### src/rtl/mini_core_fab_ingress_pkg.sv
// Shared tile fabric types and ingress constants for the mini_core tile.
package mini_core_pkg;

  typedef logic [7:0] t_tile_id;

  typedef struct packed {
    logic [31:0] address;
    logic [31:0] data;
    logic [3:0]  byteEn;
    logic        write;
  } t_tile_trans;

  localparam int unsigned MINI_FAB_IN_DEPTH = 4;
  localparam int unsigned TILE_ID_MSB       = 31;
  localparam int unsigned TILE_ID_LSB       = 24;

  // Destination tile encoded in the top address byte.
  function automatic t_tile_id tileOf(input t_tile_trans t);
    return t.address[TILE_ID_MSB:TILE_ID_LSB];
  endfunction

endpackage

### src/rtl/mini_core_fab_ingress_if.sv
// Router-side and core-side valid/ready handshake of the fabric ingress buffer.
interface mini_core_fab_ingress_if;
  import mini_core_pkg::*;

  logic        InValidQ502H;
  t_tile_trans InTransQ502H;
  logic        InReadyQ502H;
  logic        OutValidQ503H;
  t_tile_trans OutTransQ503H;
  logic        CoreReady;

  modport slave (
    input  InValidQ502H, InTransQ502H, CoreReady,
    output InReadyQ502H, OutValidQ503H, OutTransQ503H
  );

  modport master (
    output InValidQ502H, InTransQ502H, CoreReady,
    input  InReadyQ502H, OutValidQ503H, OutTransQ503H
  );
endinterface

### src/rtl/mini_core_fab_ingress_fifo.sv
// Generic first-word-fall-through FIFO; DEPTH need not be a power of two.
module mini_core_fab_ingress_fifo #(
  parameter  int unsigned DEPTH = 4,
  parameter  type         T     = logic,
  localparam int unsigned CNT_W = $clog2(DEPTH + 1),
  localparam int unsigned PTR_W = $clog2(DEPTH)
) (
  input  logic             Clock,
  input  logic             RstN,
  input  logic             Push,
  input  T                 PushData,
  input  logic             Pop,
  output T                 HeadData,
  output logic [CNT_W-1:0] Count,
  output logic [CNT_W-1:0] CountNext,
  output logic             Empty
);

  T                 mem [DEPTH];
  logic [PTR_W-1:0] rdPtr;
  logic [PTR_W-1:0] wrPtr;
  logic             popEn;

  function automatic logic [PTR_W-1:0] bump(input logic [PTR_W-1:0] p);
    return (p == PTR_W'(DEPTH - 1)) ? '0 : p + 1'b1;
  endfunction

  always_comb begin
    Empty     = (Count == '0);
    popEn     = Pop && !Empty;
    CountNext = Count + CNT_W'(Push) - CNT_W'(popEn);
    HeadData  = mem[rdPtr];
  end

  always_ff @(posedge Clock or negedge RstN) begin
    if (!RstN) begin
      rdPtr <= '0;
      wrPtr <= '0;
      Count <= '0;
    end else begin
      if (Push)  wrPtr <= bump(wrPtr);
      if (popEn) rdPtr <= bump(rdPtr);
      Count <= CountNext;
    end
  end

  always_ff @(posedge Clock) begin
    if (Push) mem[wrPtr] <= PushData;
  end

endmodule

### src/rtl/mini_core_fab_ingress.sv
// Fabric ingress buffer: tile-id filter, registered ready, FWFT output.
// Optional same-cycle bypass into an idle core: MINI_CORE_FAB_INGRESS_BYPASS_EN.
module mini_core_fab_ingress
  import mini_core_pkg::*;
#(
  parameter  int unsigned DEPTH = MINI_FAB_IN_DEPTH,
  localparam int unsigned CNT_W = $clog2(DEPTH + 1)
) (
  input  logic                    Clock,
  input  logic                    RstN,
  input  t_tile_id                local_tile_id,
  mini_core_fab_ingress_if.slave  fab,
  output logic                    MisrouteQ503H,
  output logic [CNT_W-1:0]        OccupancyQ503H
);

  logic             accept;
  logic             inTile;
  logic             push;
  logic             pop;
  logic             empty;
  t_tile_trans      head;
  logic [CNT_W-1:0] countNext;
`ifdef MINI_CORE_FAB_INGRESS_BYPASS_EN
  logic             bypass;
`endif

  mini_core_fab_ingress_fifo #(
    .DEPTH (DEPTH),
    .T     (t_tile_trans)
  ) u_fifo (
    .Clock     (Clock),
    .RstN      (RstN),
    .Push      (push),
    .PushData  (fab.InTransQ502H),
    .Pop       (pop),
    .HeadData  (head),
    .Count     (OccupancyQ503H),
    .CountNext (countNext),
    .Empty     (empty)
  );

  always_comb begin
    accept = fab.InValidQ502H && fab.InReadyQ502H;
    inTile = (tileOf(fab.InTransQ502H) == local_tile_id);
    pop    = !empty && fab.CoreReady;
`ifdef MINI_CORE_FAB_INGRESS_BYPASS_EN
    // An accepted transaction taken straight by an idle, ready core never enters storage.
    bypass            = accept && inTile && empty && fab.CoreReady;
    push              = accept && inTile && !bypass;
    fab.OutValidQ503H = !empty || bypass;
    fab.OutTransQ503H = bypass ? fab.InTransQ502H : head;
`else
    push              = accept && inTile;
    fab.OutValidQ503H = !empty;
    fab.OutTransQ503H = head;
`endif
  end

  always_ff @(posedge Clock or negedge RstN) begin
    if (!RstN) begin
      fab.InReadyQ502H <= 1'b0;
      MisrouteQ503H    <= 1'b0;
    end else begin
      fab.InReadyQ502H <= (countNext < CNT_W'(DEPTH));
      MisrouteQ503H    <= accept && !inTile;
    end
  end

endmodule

### src/flat_wrapper.sv
// flat-port wrapper written by rule: the top's interface ports become plain ports
module mini_core_fab_ingress_flat import mini_core_pkg::*;
#(
  parameter  int unsigned DEPTH = MINI_FAB_IN_DEPTH,
  localparam int unsigned CNT_W = $clog2(DEPTH + 1)
)
  (Clock, RstN, local_tile_id, MisrouteQ503H, OccupancyQ503H, fab_InValidQ502H, fab_InTransQ502H, fab_CoreReady, fab_InReadyQ502H, fab_OutValidQ503H, fab_OutTransQ503H);
  mini_core_fab_ingress_if fab_i ();
  input  logic Clock;
  input  logic RstN;
  input  t_tile_id local_tile_id;
  output logic MisrouteQ503H;
  output logic [CNT_W-1:0] OccupancyQ503H;
  input wire logic [$bits(fab_i.InValidQ502H)-1:0] fab_InValidQ502H;
  input wire logic [$bits(fab_i.InTransQ502H)-1:0] fab_InTransQ502H;
  input wire logic [$bits(fab_i.CoreReady)-1:0] fab_CoreReady;
  output wire logic [$bits(fab_i.InReadyQ502H)-1:0] fab_InReadyQ502H;
  output wire logic [$bits(fab_i.OutValidQ503H)-1:0] fab_OutValidQ503H;
  output wire logic [$bits(fab_i.OutTransQ503H)-1:0] fab_OutTransQ503H;
  assign fab_i.InValidQ502H = fab_InValidQ502H;
  assign fab_i.InTransQ502H = fab_InTransQ502H;
  assign fab_i.CoreReady = fab_CoreReady;
  assign fab_InReadyQ502H = fab_i.InReadyQ502H;
  assign fab_OutValidQ503H = fab_i.OutValidQ503H;
  assign fab_OutTransQ503H = fab_i.OutTransQ503H;
  mini_core_fab_ingress #(.DEPTH(DEPTH)) u_core (.Clock(Clock), .RstN(RstN), .local_tile_id(local_tile_id), .fab(fab_i), .MisrouteQ503H(MisrouteQ503H), .OccupancyQ503H(OccupancyQ503H));
endmodule
### config.mk
export PLATFORM = sky130hd
export DESIGN_NAME = mini_core_fab_ingress_flat
export DESIGN_NICKNAME = d
export VERILOG_FILES = /design/src/rtl/mini_core_fab_ingress_pkg.sv /design/src/rtl/mini_core_fab_ingress_if.sv /design/src/rtl/mini_core_fab_ingress_fifo.sv /design/src/rtl/mini_core_fab_ingress.sv /design/src/flat_wrapper.sv
export SDC_FILE = /design/constraint.sdc
export NUM_CORES = 1
export LEC_CHECK = 0
export BUFFER_PORTS_ARGS = -buffer_cell sky130_fd_sc_hd__buf_2
export CORE_MARGIN = 4
export CORE_UTILIZATION = 40
export CTS_CLUSTER_DIAMETER = 40
export DETAILED_ROUTE_END_ITERATION = 12
export PLACE_DENSITY_LB_ADDON = 0.3
export SKIP_CTS_REPAIR_TIMING = 1
export SYNTH_ARGS = -nofsm -noshare
export SYNTH_HDL_FRONTEND = slang
export SYNTH_SLANG_ARGS = --single-unit
### constraint.sdc
create_clock -name Clock -period 2.3 [get_ports Clock]
set_clock_uncertainty 0.15 [all_clocks]
set_input_delay 0.46 -clock Clock [delete_from_list [all_inputs] [get_ports Clock]]
set_output_delay 0.46 -clock Clock [all_outputs]
set_load 0.1 [all_outputs]
==> results.json, run 1 <==
{
  "worst_slack_ns": -0.327,
  "num_vias": 5028,
  "end_kind": "output port",
  "clk-insertion-delay-late_ns": 0.48,
  "netlist_area_um2": 10500,
  "grt_pass1_vias": 5477,
  "via_per_inst": 5.01,
  "hold_viol_final": 0,
  "synthToLayoutAreaGrowth_pct": 34.7,
  "finalInstanceArea_um2": 14200,
  "gp_congestion": 0.727,
  "netlist_top_cells_area": "edfxtp_1 (79%), mux4_2 (15%), dfrtp_1 (2.1%)",
  "most-common-layout-cells": "edfxtp_1 (276), buf_2 (85), mux4_2 (69), buf_6 (63), clkbuf_16 (41)",
  "clk_path_buf_depth": 3,
  "ys_seq_elements": 285,
  "synth_top_family_by_area": "multiplexers",
  "outcome": "complete, but fails checks",
  "min_path_type": "input port to register",
  "cts_tree": "yes",
  "routed_wl_um": 21200,
  "grt_usage_pct": 14.1,
  "first_pass_iters": 4,
  "synthCells": 414,
  "synth_fp_nets": 503,
  "max_slew_margin_pct": 67.4,
  "layout_commonest_cell": "edfxtp_1",
  "cts_root_buf": "clkbuf_16",
  "drcViolationCount": 0,
  "worstSetupPathType": "register to output port",
  "drtIter0Drc": 343,
  "required_ns": 1.69,
  "ys_types": 20,
  "grt_overflow": 0,
  "slowest_stage": "mux4_2",
  "worst_path_most_repeated_cell": "buf_12",
  "seq_area_frac_synth_pct": 81.0,
  "antenna_found_initial": 1,
  "row_count": 59,
  "cp_max_fo": 6,
  "yosys.area.top_type": "edfxtp_1",
  "io_buffers": 155,
  "final_nets": 735,
  "rsz0062_at_grt": "yes",
  "worstMarginPinSlew_ns": 0.492,
  "fmax_ghz": 0.381,
  "critPathLaunchType": "register",
  "crit_chain": "buf_12 -> clkbuf_16 -> mux4_2 -> buf_12",
  "path_clk_slew_ns": 0.06,
  "htree_levels": 2,
  "synth_warnings": 0,
  "antenna_cells": 0,
  "synth_compound_area_share_pct": 0.0714,
  "grt_pass1_wl_um": 31300,
  "drive_above_1_share_pct": 53.3,
  "place_area_um2": 12200,
  "synth_fa_ha_area_share_pct": 1.02,
  "cts_inserted_buffers": 37,
  "cp.arrival_ns": 2.02,
  "yosysTopAreaCellShare_pct": 78.8,
  "grt_max_degree": 30,
  "die_width_um": 170,
  "start_util_pct": 40.5,
  "yosys.area_share.simple_pct": 0.845,
  "hpwlAfterDp_um": 13100,
  "slew_viol_final": 0,
  "critPathTopFamily": "multiplexers",
  "violations": "setup timing",
  "fin_crit_sh_pct": 114,
  "fin_crit_ns": 2.63,
  "cp_num_buf_inv": 3,
  "coreArea_um2": 26000,
  "detail-route-antenna-nets": 0,
  "numClockSinks": 285,
  "wl_per_cell_um": 21.2,
  "syn_avg_cell_area_um2": 25.4,
  "drv_cap": 0,
  "synth_xor_area_share_pct": 0.833,
  "setup_tns_ns": -19.12,
  "synth.area.mux_share_pct": 15.1,
  "die-height_um": 170,
  "setup_viol": 71,
  "hold_ws_ns": 0.0323,
  "max_stage_delay_ns": 0.56,
  "pin_count": 156,
  "die_area_um2": 28900
}
per-layer routing:
| metal | global-route usage (%) | share of wire (%) | vias up | wire, um |
|---|---|---|---|---|
| li1 | - | - | 2224 | - |
| met1 | 18.0 | 41 | 2622 | 8640 |
| met2 | 24.1 | 52 | 147 | 10900 |
| met3 | 3.46 | 5.9 | 33 | 1250 |
| met4 | 3.96 | 1.7 | 2 | 366 |
| met5 | 0 | 0.061 | - | 13 |
registers in the layout, indices dropped and copies added (netlist names):
name and cells:
u_core.u_fifo.mem 276, u_core.MisrouteQ503H 1, u_core.u_fifo.Count 3, u_core.u_fifo.wrPtr 2, u_core.u_fifo.rdPtr 2, u_core.fab.InReadyQ502H 1
worst paths after layout:
kind                       cells after the start  slack [ns]                  endpoint                   start
max                                            4       -0.33     fab_OutTransQ503H[56]  u_core.u_fifo.rdPtr[0]
min                                            1        0.03  u_core.u_fifo.mem[0][51]    fab_InTransQ502H[51]
max reg2reg                                   11       -0.19    u_core.u_fifo.Count[2]  u_core.u_fifo.Count[2]
min reg2reg                                    1        0.44    u_core.u_fifo.wrPtr[1]  u_core.u_fifo.wrPtr[1]
max in group asynchronous                      2        1.56    u_core.u_fifo.rdPtr[0]                    RstN
min in group asynchronous                      2        0.22    u_core.u_fifo.Count[0]                    RstN
cell families after synthesis:
group,Yosys count
buffers and inverters,24
flip-flops,285
multiplexers,72
AO/OA/AOI/OAI,1
adder cells (fa/ha/maj),8
AND/OR/NAND/NOR,14
XOR/XNOR,10
cells in the mapped netlist (all sizes together):
cell type    n
buf         10
nand2        2
xor2         1
and2         4
mux2         3
edfxtp     276
nand4        2
ha           7
or3          1
dfrtp        9
nor2         3
inv          8
mux4        69
clkbuf       6
nor3         2
a21o         1
xnor2        9
fa           1
cell type report:
type | count | area [um2]
clock buffer | 41 | 941
clock inverter | 20 | 243
fill | 1976 | 11800
inverter | 8 | 32.5
multi-input combinational | 105 | 1940
sequential | 285 | 8530
tap | 335 | 419
timing repair buffer | 209 | 2060
per-stage QoR:
| step | util [%] | worst slack (ns) | std cells |
|---|---|---|---|
| after global routing | 54.5 | -0.380 | 1003 |
| after detailed placement | 46.9 | -0.769 | 926 |
| after CTS | 51.5 | -0.477 | 987 |
| after global placement | 46.9 | -0.616 | 926 |
| after floorplan | - | -0.487 | 414 |
| final | 54.5 | -0.327 | 1003 |
Power of run 1 is not shown: default switching activity piles up to over one toggle a cycle in this logic, so the estimate is an artifact.
==> inputs of run 2 (changes only) <==
CELL_PAD_IN_SITES_DETAIL_PLACEMENT = 1   (was default)
CELL_PAD_IN_SITES_GLOBAL_PLACEMENT = 1   (was default)
==> run 2 against run 1 <==
The flow still finishes with violations (setup timing). Via count is 2.0% higher. Wire length is 5.8% higher. Sequential share of layout area fell by 0.27 points. Worst hold slack lost 0.013 ns. Final area is 0.45% higher. Count of clock-buffer cells in the layout is 8 higher. Setup slack got worse by 0.030 ns. Non-clock buffer count decreased by 2. Maximum frequency fell by 1.1%. Global-route usage grew 1.2 points. Critical endpoint is now fab_OutTransQ503H[20].
==> results.json, run 2 (synthesized netlist as in run 1, its figures left out) <==
{
  "r2r_cells": 11,
  "grt_max_degree": 47,
  "num_vias": 5127,
  "drtIter0Drc": 277,
  "finalCoreUtilization_pct": 54.8,
  "leakage_nw": 4.96,
  "slowest_stage": "mux4_2",
  "cts_inserted_buffers": 39,
  "drcViolationCount": 0,
  "layout_commonest_cell": "edfxtp_1",
  "coreArea_um2": 26000,
  "setup_viol": 71,
  "gp_congestion": 0.709,
  "synthToLayoutAreaGrowth_pct": 35.3,
  "fin_crit_sh_pct": 116,
  "reg.largest.list": "u_core.u_fifo.mem x276, u_core.u_fifo.Count x3",
  "place_area_um2": 12200,
  "cts_tree": "yes",
  "max_stage_delay_ns": 0.56,
  "die-height_um": 170,
  "power_density_nw_per_um2": 1490,
  "cp_num_buf_inv": 3,
  "worstSetupPathType": "register to output port",
  "grt_pass1_wl_um": 34000,
  "crit_chain": "buf_12 -> buf_16 -> mux4_2 -> buf_6",
  "required_ns": 1.69,
  "routed_wl_um": 22500,
  "r2r_slack_ns": -0.20,
  "slew_viol_final": 0,
  "min_path_type": "input port to register",
  "clk-insertion-delay-late_ns": 0.50,
  "die_area_um2": 28900,
  "cp_max_fo": 13,
  "drv_cap": 0,
  "worstMarginPinSlew_ns": 0.501,
  "ir_drop_mv": 0.913,
  "largest_reg_flops": 276,
  "cp.arrival_ns": 2.05,
  "start_util_pct": 40.5,
  "rsz0062_at_grt": "yes",
  "whs_path_depth": 1,
  "first_pass_iters": 4,
  "fin_crit_ns": 2.66,
  "cp_num_cells": 4,
  "path_clk_slew_ns": 0.05,
  "numClockSinks": 285,
  "grt_usage_pct": 15.3,
  "htree_levels": 2,
  "finalInstanceArea_um2": 14200,
  "io_buffers": 155,
  "regMostFlops": "u_core.u_fifo.mem",
  "end_kind": "output port",
  "most-common-layout-cells": "edfxtp_1 (276), buf_2 (85), mux4_2 (69), buf_6 (68), clkbuf_16 (43)",
  "pin_count": 156,
  "detail-route-antenna-nets": 0,
  "drive_above_1_share_pct": 52.5,
  "row_count": 59,
  "max_slew_margin_pct": 66.8,
  "violations": "setup timing",
  "hpwlAfterDp_um": 14000,
  "outcome": "complete, but fails checks",
  "final_nets": 735,
  "worst_r2r_endpoint": "u_core.u_fifo.Count[2]",
  "antenna_found_initial": 1,
  "grt_pass1_vias": 5847,
  "cts_root_buf": "clkbuf_16",
  "layout.filler_cells": 2234,
  "r2r_start": "u_core.u_fifo.Count[0]",
  "endpoint": "fab_OutTransQ503H[20]",
  "die_width_um": 170,
  "worst_slack_ns": -0.357,
  "grt_overflow": 0,
  "critPathLaunchType": "register",
  "clk_path_buf_depth": 3,
  "hold_viol_final": 0,
  "startpoint": "u_core.u_fifo.rdPtr[0]",
  "wl_per_cell_um": 22.2,
  "via_per_inst": 5.07,
  "fmax_ghz": 0.376,
  "critPathTopFamily": "multiplexers"
}
run 2: cell types whose count changed in the layout (fill, tap and decap cells not counted), moves of 2 or more:
cell,before,now
buf_12,23,20
buf_4,24,19
buf_6,63,68
clkbuf_1,4,7
clkbuf_16,41,43
clkbuf_8,0,2
clkinv_1,2,4
clkinv_2,7,4
dlygate4sd3_1,1,5
inv_6,1,3
inv_8,0,3
run 2: worst min-delay path by stage:
| stage | end | slack, ns | start |
|---|---|---|---|
| 4_1_cts | u_core.u_fifo.Count[2] | -0.36 | RstN |
| 3_3_place_gp | u_core.MisrouteQ503H | 0.18 | RstN |
| 2_1_floorplan | u_core.MisrouteQ503H | 0.01 | RstN |
| 3_5_place_dp | u_core.MisrouteQ503H | 0.19 | RstN |
| 5_1_grt | u_core.u_fifo.mem[1][18] | -0.0004 | fab_InTransQ502H[18] |
| 6_report | u_core.u_fifo.mem[0][44] | 0.02 | fab_InTransQ502H[44] |
run 2: final cells by class:
cell class / instances / area (um2) / share of cell area [%]
Antenna cell: 1 / 2.50 / 0.0176
Sequential cell: 285 / 8530 / 60.0
Inverter: 8 / 35.0 / 0.246
Clock inverter: 22 / 256 / 1.80
Tap cell: 335 / 419 / 2.95
Clock buffer: 49 / 1050 / 7.41
Multi-Input combinational cell: 105 / 1940 / 13.6
Timing Repair Buffer: 207 / 1990 / 14.0
run 2: worst register-to-register path: cells and delay by family (launching register included):
kind / cells / cell delay, ns
fa+ha+maj: 3 / 0.67
simple gates: 2 / 0.50
flops: 1 / 0.47
xor+xnor: 2 / 0.39
buf+inv: 4 / 0.19
run 2: layer usage:
layer / part of all wire, % / track usage, % / vias up / wire length, um
li1: - / - / 2232 / -
met1: 39 / 18.4 / 2699 / 8660
met2: 53 / 27.3 / 166 / 11900
met3: 6.8 / 4.51 / 28 / 1530
met4: 1.4 / 3.51 / 2 / 304
met5: 0.089 / 0 / - / 20
run 2: per-stage QoR:
step / total power [W] / hold WS (ns) / setup TNS (ns) / cells / setup WS [ns]
final: 0.0213 / 0.0198 / -21.48 / 1012 / -0.357
after global routing: 0.0221 / -0.000378 / -26.43 / 1011 / -0.416
after CTS: 0.0202 / -0.365 / -34.13 / 998 / -0.576
after detailed placement: 0.0142 / 0.187 / -6.57 / 927 / -0.651
after global placement: 0.0141 / 0.178 / -0.991 / 927 / -0.427
after floorplan: 0.0129 / 0.0144 / -7.28 / 414 / -0.487
run 2: power breakdown:
part / leakage [nW] / switching, W / internal (W)
logic: 1.73 / 0.00663 / 0.00290
clock network: 0.641 / 0.00215 / 0.00375
registers: 2.58 / 0.0000499 / 0.00579
total: 4.96 / 0.00883 / 0.0124
No activity file was read; power rests on OpenSTA's default activity.
